## config.mk

```make
export PLATFORM = sky130hd
export DESIGN_NAME = prog_loader_flat
export DESIGN_NICKNAME = d
export VERILOG_FILES = /design/src/rtl/prog_loader_if.sv /design/src/rtl/prog_loader.sv /design/src/flat_wrapper.sv
export SDC_FILE = /design/constraint.sdc
export NUM_CORES = 1
export LEC_CHECK = 0
export ABC_AREA = 1
export BUFFER_PORTS_ARGS = -buffer_cell sky130_fd_sc_hd__buf_4
export CAP_MARGIN = 20
export CELL_PAD_IN_SITES_DETAIL_PLACEMENT = 0
export CELL_PAD_IN_SITES_GLOBAL_PLACEMENT = 2
export CORE_MARGIN = 5
export CORE_UTILIZATION = 32
export CTS_CLUSTER_DIAMETER = 40
export DETAILED_ROUTE_END_ITERATION = 12
export MAX_ROUTING_LAYER = met4
export PLACE_DENSITY_LB_ADDON = 0.1
export SLEW_MARGIN = 30
export SYNTH_ARGS = -nofsm -noshare
export SYNTH_HDL_FRONTEND = slang
export SYNTH_SLANG_ARGS = --single-unit
```

## constraint.sdc

```tcl
create_clock -name clock -period 4.79 [get_ports clock]
set_clock_uncertainty 0.2 [all_clocks]
set_input_delay 0.7185 -clock clock [delete_from_list [all_inputs] [get_ports clock]]
set_output_delay 0.7185 -clock clock [all_outputs]
set_load 0.01 [all_outputs]
```

## src/rtl/prog_loader_if.sv

```systemverilog
// Program stream (valid/ready) plus RAM write port and run enable between the loader and its neighbours.
// The master modport is the loader side; the slave modport is the stream source / load-store unit side.
interface prog_loader_if #(
    parameter int ADDR_W = 9
);
    logic              in_valid;
    logic [31:0]       in_data;
    logic              in_last;
    logic              in_ready;
    logic [ADDR_W-1:0] addr;
    logic              wr;
    logic [31:0]       wdata;
    logic              working;

    modport master (
        input  in_valid, in_data, in_last,
        output in_ready, addr, wr, wdata, working
    );

    modport slave (
        output in_valid, in_data, in_last,
        input  in_ready, addr, wr, wdata, working
    );
endinterface

```

## src/rtl/prog_loader.sv

```systemverilog
// prog_loader: streams program words into consecutive RAM addresses, waits a settle delay, then enables execution.
// Optional define LOADER_CHECKSUM_EN: the final beat carries the 32-bit sum of the data words instead of data.
module prog_loader #(
    parameter int ADDR_W    = 9,
    parameter int DEPTH     = 512,
    parameter int BASE_ADDR = 0,
    parameter int RUN_DELAY = 2
) (
    input  logic            clock,
    input  logic            reset,
    input  logic            start,
    input  logic            halt,
    prog_loader_if.master   bus,
    output logic            error,
    output logic [ADDR_W:0] words_loaded
);
    localparam int                DATA_W    = 32;
    localparam logic [ADDR_W-1:0] LAST_ADDR = ADDR_W'(DEPTH - 1);
    localparam logic [ADDR_W-1:0] FIRST_ADDR = ADDR_W'(BASE_ADDR);
    localparam logic [ADDR_W:0]   WL_MAX    = (ADDR_W + 1)'(DEPTH);
    localparam logic [3:0]        DLY_END   = 4'(RUN_DELAY);

    typedef enum logic [2:0] {IDLE, LOAD, DRAIN, RUN, ERR} state_t;

    state_t              state, state_nxt;
    logic [ADDR_W-1:0]   ptr;
    logic [3:0]          dly_cnt;
    logic                wr_beat;
    logic                load_start;
    logic                set_err;

    logic                vld_p1;
    logic [ADDR_W-1:0]   addr_p1;
    logic [DATA_W-1:0]   data_p1;
`ifdef LOADER_CHECKSUM_EN
    logic [DATA_W-1:0]   csum;
`endif

    always_ff @(posedge clock or negedge reset) begin
        if (!reset) state <= IDLE;
        else        state <= state_nxt;
    end

    // halt always outranks start and any beat presented in the same cycle
    always_comb begin
        state_nxt  = state;
        wr_beat    = 1'b0;
        load_start = 1'b0;
        set_err    = 1'b0;
        case (state)
            IDLE: begin
                if (start && !halt) begin
                    state_nxt  = LOAD;
                    load_start = 1'b1;
                end
            end
            LOAD: begin
                if (halt) begin
                    state_nxt = IDLE;
                end else if (bus.in_valid) begin
`ifdef LOADER_CHECKSUM_EN
                    if (bus.in_last) begin
                        if (bus.in_data == csum) begin
                            state_nxt = DRAIN;
                        end else begin
                            state_nxt = ERR;
                            set_err   = 1'b1;
                        end
                    end else begin
                        wr_beat = 1'b1;
                        if (ptr == LAST_ADDR) begin
                            state_nxt = ERR;
                            set_err   = 1'b1;
                        end
                    end
`else
                    wr_beat = 1'b1;
                    if (bus.in_last) begin
                        state_nxt = DRAIN;
                    end else if (ptr == LAST_ADDR) begin
                        state_nxt = ERR;
                        set_err   = 1'b1;
                    end
`endif
                end
            end
            DRAIN: begin
                if (halt)                  state_nxt = IDLE;
                else if (dly_cnt == DLY_END) state_nxt = RUN;
            end
            RUN: begin
                if (halt) state_nxt = IDLE;
            end
            ERR: begin
                if (halt) begin
                    state_nxt = IDLE;
                end else if (start) begin
                    state_nxt  = LOAD;
                    load_start = 1'b1;
                end
            end
            default: state_nxt = IDLE;
        endcase
    end

    // p0 -> p1: accepted beat becomes a one-cycle write strobe with its address and data
    always_ff @(posedge clock or negedge reset) begin
        if (!reset) begin
            vld_p1       <= 1'b0;
            addr_p1      <= '0;
            data_p1      <= '0;
            ptr          <= '0;
            words_loaded <= '0;
            error        <= 1'b0;
            dly_cnt      <= '0;
`ifdef LOADER_CHECKSUM_EN
            csum         <= '0;
`endif
        end else begin
            vld_p1 <= wr_beat;
            if (wr_beat) begin
                addr_p1 <= ptr;
                data_p1 <= bus.in_data;
                if (ptr != LAST_ADDR)       ptr <= ptr + 1'b1;
                if (words_loaded != WL_MAX) words_loaded <= words_loaded + 1'b1;
`ifdef LOADER_CHECKSUM_EN
                csum <= csum + bus.in_data;
`endif
            end
            if (load_start) begin
                ptr          <= FIRST_ADDR;
                words_loaded <= '0;
                error        <= 1'b0;
`ifdef LOADER_CHECKSUM_EN
                csum         <= '0;
`endif
            end
            if (set_err) error <= 1'b1;
            dly_cnt <= (state == DRAIN) ? dly_cnt + 1'b1 : 4'd0;
        end
    end

    assign bus.in_ready = (state == LOAD);
    assign bus.working  = (state == RUN);
    assign bus.wr       = vld_p1;
    assign bus.addr     = addr_p1;
    assign bus.wdata    = data_p1;
endmodule

```

## src/flat_wrapper.sv

```systemverilog
// flat-port wrapper written by rule: the top's interface ports become plain ports
module prog_loader_flat 
#(
    parameter int ADDR_W    = 9,
    parameter int DEPTH     = 512,
    parameter int BASE_ADDR = 0,
    parameter int RUN_DELAY = 2
)
  (clock, reset, start, halt, error, words_loaded, bus_in_valid, bus_in_data, bus_in_last, bus_in_ready, bus_addr, bus_wr, bus_wdata, bus_working);
  prog_loader_if #(.ADDR_W(ADDR_W)) bus_i ();
  input  logic clock;
  input  logic reset;
  input  logic start;
  input  logic halt;
  output logic error;
  output logic [ADDR_W:0] words_loaded;
  input wire logic [$bits(bus_i.in_valid)-1:0] bus_in_valid;
  input wire logic [$bits(bus_i.in_data)-1:0] bus_in_data;
  input wire logic [$bits(bus_i.in_last)-1:0] bus_in_last;
  output wire logic [$bits(bus_i.in_ready)-1:0] bus_in_ready;
  output wire logic [$bits(bus_i.addr)-1:0] bus_addr;
  output wire logic [$bits(bus_i.wr)-1:0] bus_wr;
  output wire logic [$bits(bus_i.wdata)-1:0] bus_wdata;
  output wire logic [$bits(bus_i.working)-1:0] bus_working;
  assign bus_i.in_valid = bus_in_valid;
  assign bus_i.in_data = bus_in_data;
  assign bus_i.in_last = bus_in_last;
  assign bus_in_ready = bus_i.in_ready;
  assign bus_addr = bus_i.addr;
  assign bus_wr = bus_i.wr;
  assign bus_wdata = bus_i.wdata;
  assign bus_working = bus_i.working;
  prog_loader #(.ADDR_W(ADDR_W), .DEPTH(DEPTH), .BASE_ADDR(BASE_ADDR), .RUN_DELAY(RUN_DELAY)) u_core (.clock(clock), .reset(reset), .start(start), .halt(halt), .bus(bus_i), .error(error), .words_loaded(words_loaded));
endmodule
```

# --- After elaboration in Yosys (flattened, before gate mapping) ---
# Cells that the tools add are included.
classes:
  n_addsub: 3
  eq_ne: 14
  mux: 32
  reduce_logical: 10
op_table:
  columns: ["cell", "n"]
  rows:
  - ["2-to-1 mux 10 bit", 3]
  - ["2-to-1 mux 3 bit", 10]
  - ["2-to-1 mux 9 bit", 3]
  - ["case mux 3 bit (5 select lines)", 1]
  - ["2-to-1 mux 1 bit", 13]
  - ["adder 10 x 1 -> 10 bit (second input constant)", 1]
  - ["!= test 10 bit (second input constant)", 1]
  - ["adder 9 x 1 -> 9 bit (second input constant)", 1]
  - ["equality test 9 bit (second input constant)", 1]
  - ["!= test 9 bit (second input constant)", 1]
  - ["nonzero test 2 bit", 4]
  - ["equality test 3 x 2 -> 1 bit (second input constant)", 2]
  - ["!= test 3 bit (second input constant)", 2]
  - ["AND reduction 6 bit", 1]
  - ["adder 4 x 1 -> 4 bit (second input constant)", 1]
  - ["equality test 4 x 2 -> 1 bit (second input constant)", 1]
  - ["2-to-1 mux 4 bit", 1]
  - ["!= test 4 x 3 -> 1 bit (second input constant)", 1]
  - ["AND reduction 2 bit", 2]
  - ["equality test 3 x 1 -> 1 bit (second input constant)", 1]
  - ["equality test 3 bit (second input constant)", 1]
  - ["zero test 3 bit", 1]
  - ["!= test 3 x 2 -> 1 bit (second input constant)", 1]
  - ["!= test 2 x 1 -> 1 bit (second input constant)", 1]
  - ["other kinds (4)", 4]
word_totals:
  reg_bits: 69
  inputBits: 38
  out_inout_bits: 55
  elab_cells: 67

# --- Longest topological paths before layout ---
depth:
  ltp_word: 7
  ltp_mapped: 13
  depth_no_buf: 13

# --- Worst setup path after synthesis ---
# Ideal clock, no wire load.
synth_path:
  path_kind: "register to register"
  from: "register u_core.ptr[4]"
  to: "register u_core.state[1]"
  setup_ps: 117
  t_arrival_ps: 1537
  required_ps: 4473
  slack_ps: 2936
  path_stages_with_launch: 13
  path_buffers: 0
  synth_period_minus_slack_ps: 1854
  cell_sequence: "dfrtp_1 nand2_1 nor3_1 nand2_1 nor2_1 ha_1 inv_1 nand3_1 nand2_1 inv_1 nand2_1 nand2_1 nand2_1"
synth_between:
  elab_chain_cells: 3
synth_lines:
  columns: ["element", "line_no", "text"]
  rows:
  - ["from (decl)", "prog_loader.sv:26", "logic [ADDR_W-1:0] ptr;"]
  - ["from (signal assigned)", "prog_loader.sv:124", "if (ptr != LAST_ADDR) ptr <= ptr + 1'b1;"]
  - ["equality test 9 bit", "prog_loader.sv:80", "end else if (ptr == LAST_ADDR) begin"]
  - ["!= test 4 x 3 -> 1 bit (no source line)", null, null]
  - ["AND reduction 6 bit (no source line)", null, null]
  - ["to (signal assigned)", "prog_loader.sv:41", "else state <= state_nxt;"]
  - ["to (decl)", "prog_loader.sv:25", "state_t state, state_nxt;"]
# Every way passes these cells.
# A chain may end at the register's enable or synchronous reset.

# --- Worst setup path in the final report ---
layout_path:
  from: "input port halt"
  to: "register u_core.words_loaded[5]"
layout_between:
  elab_chain_cells: 6
  elab_cells_between_ends: 11
  classes_between: "mux: 6; reduce/logical: 5"
layout_lines:
  columns: ["element", "line_no", "text"]
  rows:
  - ["from (decl)", "flat_wrapper.sv:14", "input logic halt;"]
  - ["zero test 1 bit", "prog_loader.sv:52", "if (start && !halt) begin"]
  - ["logical AND 1 bit", "prog_loader.sv:52", null]
  - ["2-to-1 mux 1 bit", "prog_loader.sv:52", null]
  - ["case mux 1 bit (2 select lines)", "prog_loader.sv:50", "case (state)"]
  - ["nonzero test 2 bit (no source line)", null, null]
  - ["AND reduction 2 bit (no source line)", null, null]
  - ["to (signal assigned)", "prog_loader.sv:125", "if (words_loaded != WL_MAX) words_loaded <= words_loaded + 1'b1;"]
  - ["to (decl)", "prog_loader.sv:15", "output logic [ADDR_W:0] words_loaded"]
# Several ways; a longest one is shown, not always the timed one.

==> out/results.ini <==
[run_status]
status = complete, no violations

[synth]
synth_cell_type_count = 27
netlist_top_cells_area = dfrtp_1 (53%), nand2_1 (21%), nand3_1 (3.5%)
synth_top_cell_by_area = dfrtp_1
synth_nets = 439
yosysSeqAreaShare_pct = 53.1
avgSynthCellArea_um2 = 8.23
yosys_register_bits = 69
yosysWarnings = 0
synth_cells = 395
yosys.area.top_type_share_pct = 53.1
syn-cell-area_um2 = 3250

[power]
power_density_nw_per_um2 = 509
clockPowerShare_pct = 23.7
p_leak_nw = 2.29
p_sw_mw = 0.757
combPwrFrac_pct = 34.8
ir_drop_mv = 0.199
p_int_mw = 1.41
p_seq_share_pct = 41.4
p_sw_share_pct = 35.0

[placed_design]
dp_hpwl_um = 5650
gp_congestion = 0.757
post-place-ws_ns = 1.91
post-place-cells = 611
port_buffers = 92

[layout]
final_cell_count_no_fill = 626
drive_gt1_share_pct = 25.6
antenna_cells = 0
fin_util_pct = 43.1
finalNetCount = 533
syn_to_final_growth_pct = 30.7

[clock_network]
hold_buffers = 0
tritoncts = built
post_cts_buffers = 0
cts_resized = 0
ctsHtreeMaxLevel = 3
cts_buffers = 9
cts.path.max_buffers = 2
cts.sinks = 69
clkTransAtPathRegs_ns = 0.07
cts-root-buf = clkbuf_8
clk_latency_ns = 0.33

[detailed_routing]
drc = 0
ant_nets = 0
dr_total_vias = 2808
drt_iter0_markers = 127
routedWlPerCell_um = 12.9
viasPerCell = 4.49
drtPass1Iterations = 4
drt-total-wl_um = 8070

[global_routing]
grt_use_total_pct = 13.8
grt_pass1_wl_um = 13600
antenna_found_initial = 0
overflow = 0
first_global_vias = 2815
grt_max_degree = 70

[timing]
finalMaxSlewViolations = 0
fin_tns_setup_ns = 0
worst_slack_ns = 2.34
setup_viol = 0
finalCriticalPeriod_ns = 2.45
maxSlewHeadroom_pct = 56.1
tightest_slew_ns = 0.658
hold_violations = 0
max_freq_ghz = 0.408
rsz0062_at_grt = no
hold_slack_ns = 0.164
final.period_utilization_pct = 51.2

[setup_path]
cp.required_ns = 4.82
cp-start-kind = input pin
cp_cell_sequence = buf_4 -> nor2_1 -> nand3_4 -> inv_4 -> nand2_2 -> nand2_4 -> inv_4 -> nand2_1 -> nand2_1
ff2ff_setup_slack_ns = 2.40
crit_slowest_cell = inv_4
slowest_delay_ns = 0.55
r2r_end = u_core.words_loaded[5]$_DFFE_PN0P_
arrival_ns = 2.48
end_kind = register
startpoint = halt
rr_worst_depth = 8
critPathTopFamily = simple AND/OR/NAND/NOR gates
worstPathMaxFanout = 51
r2r_start = u_core.state[2]$_DFFE_PN0P_
worstSetupPathType = input pin to register
critPathBufInv = 3

[floorplanning]
die_area_um2 = 12300
ios = 93
die_y_um = 111
rows = 36
core-area_um2 = 9860
initial_core_util_pct = 33.0
die_width_um = 111

[min_path]
hp-class = input pin to asynchronous set/reset pin

[flow_run]
cap_violations = 0

[logic make-up (layout without fill, tap and decap cells)]
kind of cell / after synthesis / count (layout) / share of synthesized area [%]
compound gates: 21 / 21 / 3.66
xor+xnor: 2 / 2 / 0.539
simple gates: 253 / 253 / 33.8
fa+ha+maj: 6 / 6 / 2.31
buf+inv: 44 / 142 / 6.62
flops: 69 / 69 / 53.1
[flip-flops by register name (all words and copies together), names as in the netlist]
register	cells
u_core.bus.wdata	32
u_core.bus.addr	9
u_core.state	3
u_core.dly_cnt	4
u_core.error	1
u_core.bus.wr	1
u_core.words_loaded	10
u_core.ptr	9
[cells in the mapped netlist]
library cell  number
inv_4              4
nor3b_1            1
nor2_1            22
nand2_4            1
nand3_1           23
xnor2_1            2
o21ai_0           10
nand2_1          179
o211ai_1           1
buf_2              2
nand3_4            1
nand2_2            2
a21oi_4            1
nor2_4             3
or2_2              2
ha_1               6
dfrtp_1           69
buf_6              3
nand4_1           15
buf_4              4
nor2_8             1
nor3_2             1
inv_2              3
inv_1             28
o21ai_1            8
nor3_1             2
a21oi_1            1
[metal layers]
metal | share of wire (%) | global-route usage [%] | vias up
li1 | - | - | 1425
met1 | 49 | 18.2 | 1304
met2 | 45 | 20.6 | 67
met3 | 4.9 | 3.44 | 12
met4 | 1.3 | 4.93 | 0
met5 | 0 | - | -
[cell type report]
cell class	instances	area, µm²
fillers	1028	5610
flip-flops and latches	69	1730
multi-input cells	282	1310
repair buffers	92	694
well taps	133	166
inverters	35	141
clock buffers	9	124
clock inverters	6	88.8
[worst reg2reg max path: cells and delay by family, from the launching register on]
kind | cells | cell delay (ns)
flops | 1 | 0.48
buf+inv | 2 | 0.62
simple gates | 6 | 0.98
[cells in the final DEF, fill, tap and decap left out]
master	synthesis	layout
bufinv_16	0	2
clkinv_4	0	1
a21oi_4	1	1
nand4_1	15	15
nor2_4	3	3
nor3_2	1	1
nand2_1	179	179
clkbuf_8	0	9
inv_1	28	28
o21ai_0	10	10
dfrtp_1	69	69
buf_4	4	91
nand2_4	1	1
nor3_1	2	2
buf_6	3	1
o211ai_1	1	1
clkinvlp_4	0	2
nand3_1	23	23
a21oi_1	1	1
xnor2_1	2	2
o21ai_1	8	8
inv_4	4	4
clkinv_2	0	1
nand3_4	1	1
or2_2	2	2
nor2_8	1	1
nand2_2	2	2
nor3b_1	1	1
nor2_1	22	22
inv_2	3	3
ha_1	6	6
[worst max path at each step]
stage / to / cells after the start
floorplan: u_core.state[1]$_DFFE_PN0P_ / 12
global placement: u_core.words_loaded[2]$_DFFE_PN0P_ / 9
detailed placement: u_core.words_loaded[7]$_DFFE_PN0P_ / 9
CTS: u_core.words_loaded[2]$_DFFE_PN0P_ / 9
global route: u_core.words_loaded[2]$_DFFE_PN0P_ / 9
finish: u_core.words_loaded[5]$_DFFE_PN0P_ / 9
[metrics by stage]
step,power [mW],instance area [µm²]
finish,2.16,4250
global placement,1.67,4040
floorplan,1.29,3250
CTS,2.20,4250
detailed placement,1.68,4040
global route,2.32,4250
[power by group through the flow]
stage          combinational (mW)  clock (mW)  sequential [mW]
4_1_cts                     0.773       0.527            0.899
6_report                    0.753       0.514            0.896
5_1_grt                     0.846       0.555            0.923
3_3_place_gp                0.764           0            0.909
3_5_place_dp                0.774           0            0.903
2_1_floorplan               0.330           0            0.960
Note: power is estimated with default switching activity, not from simulation.
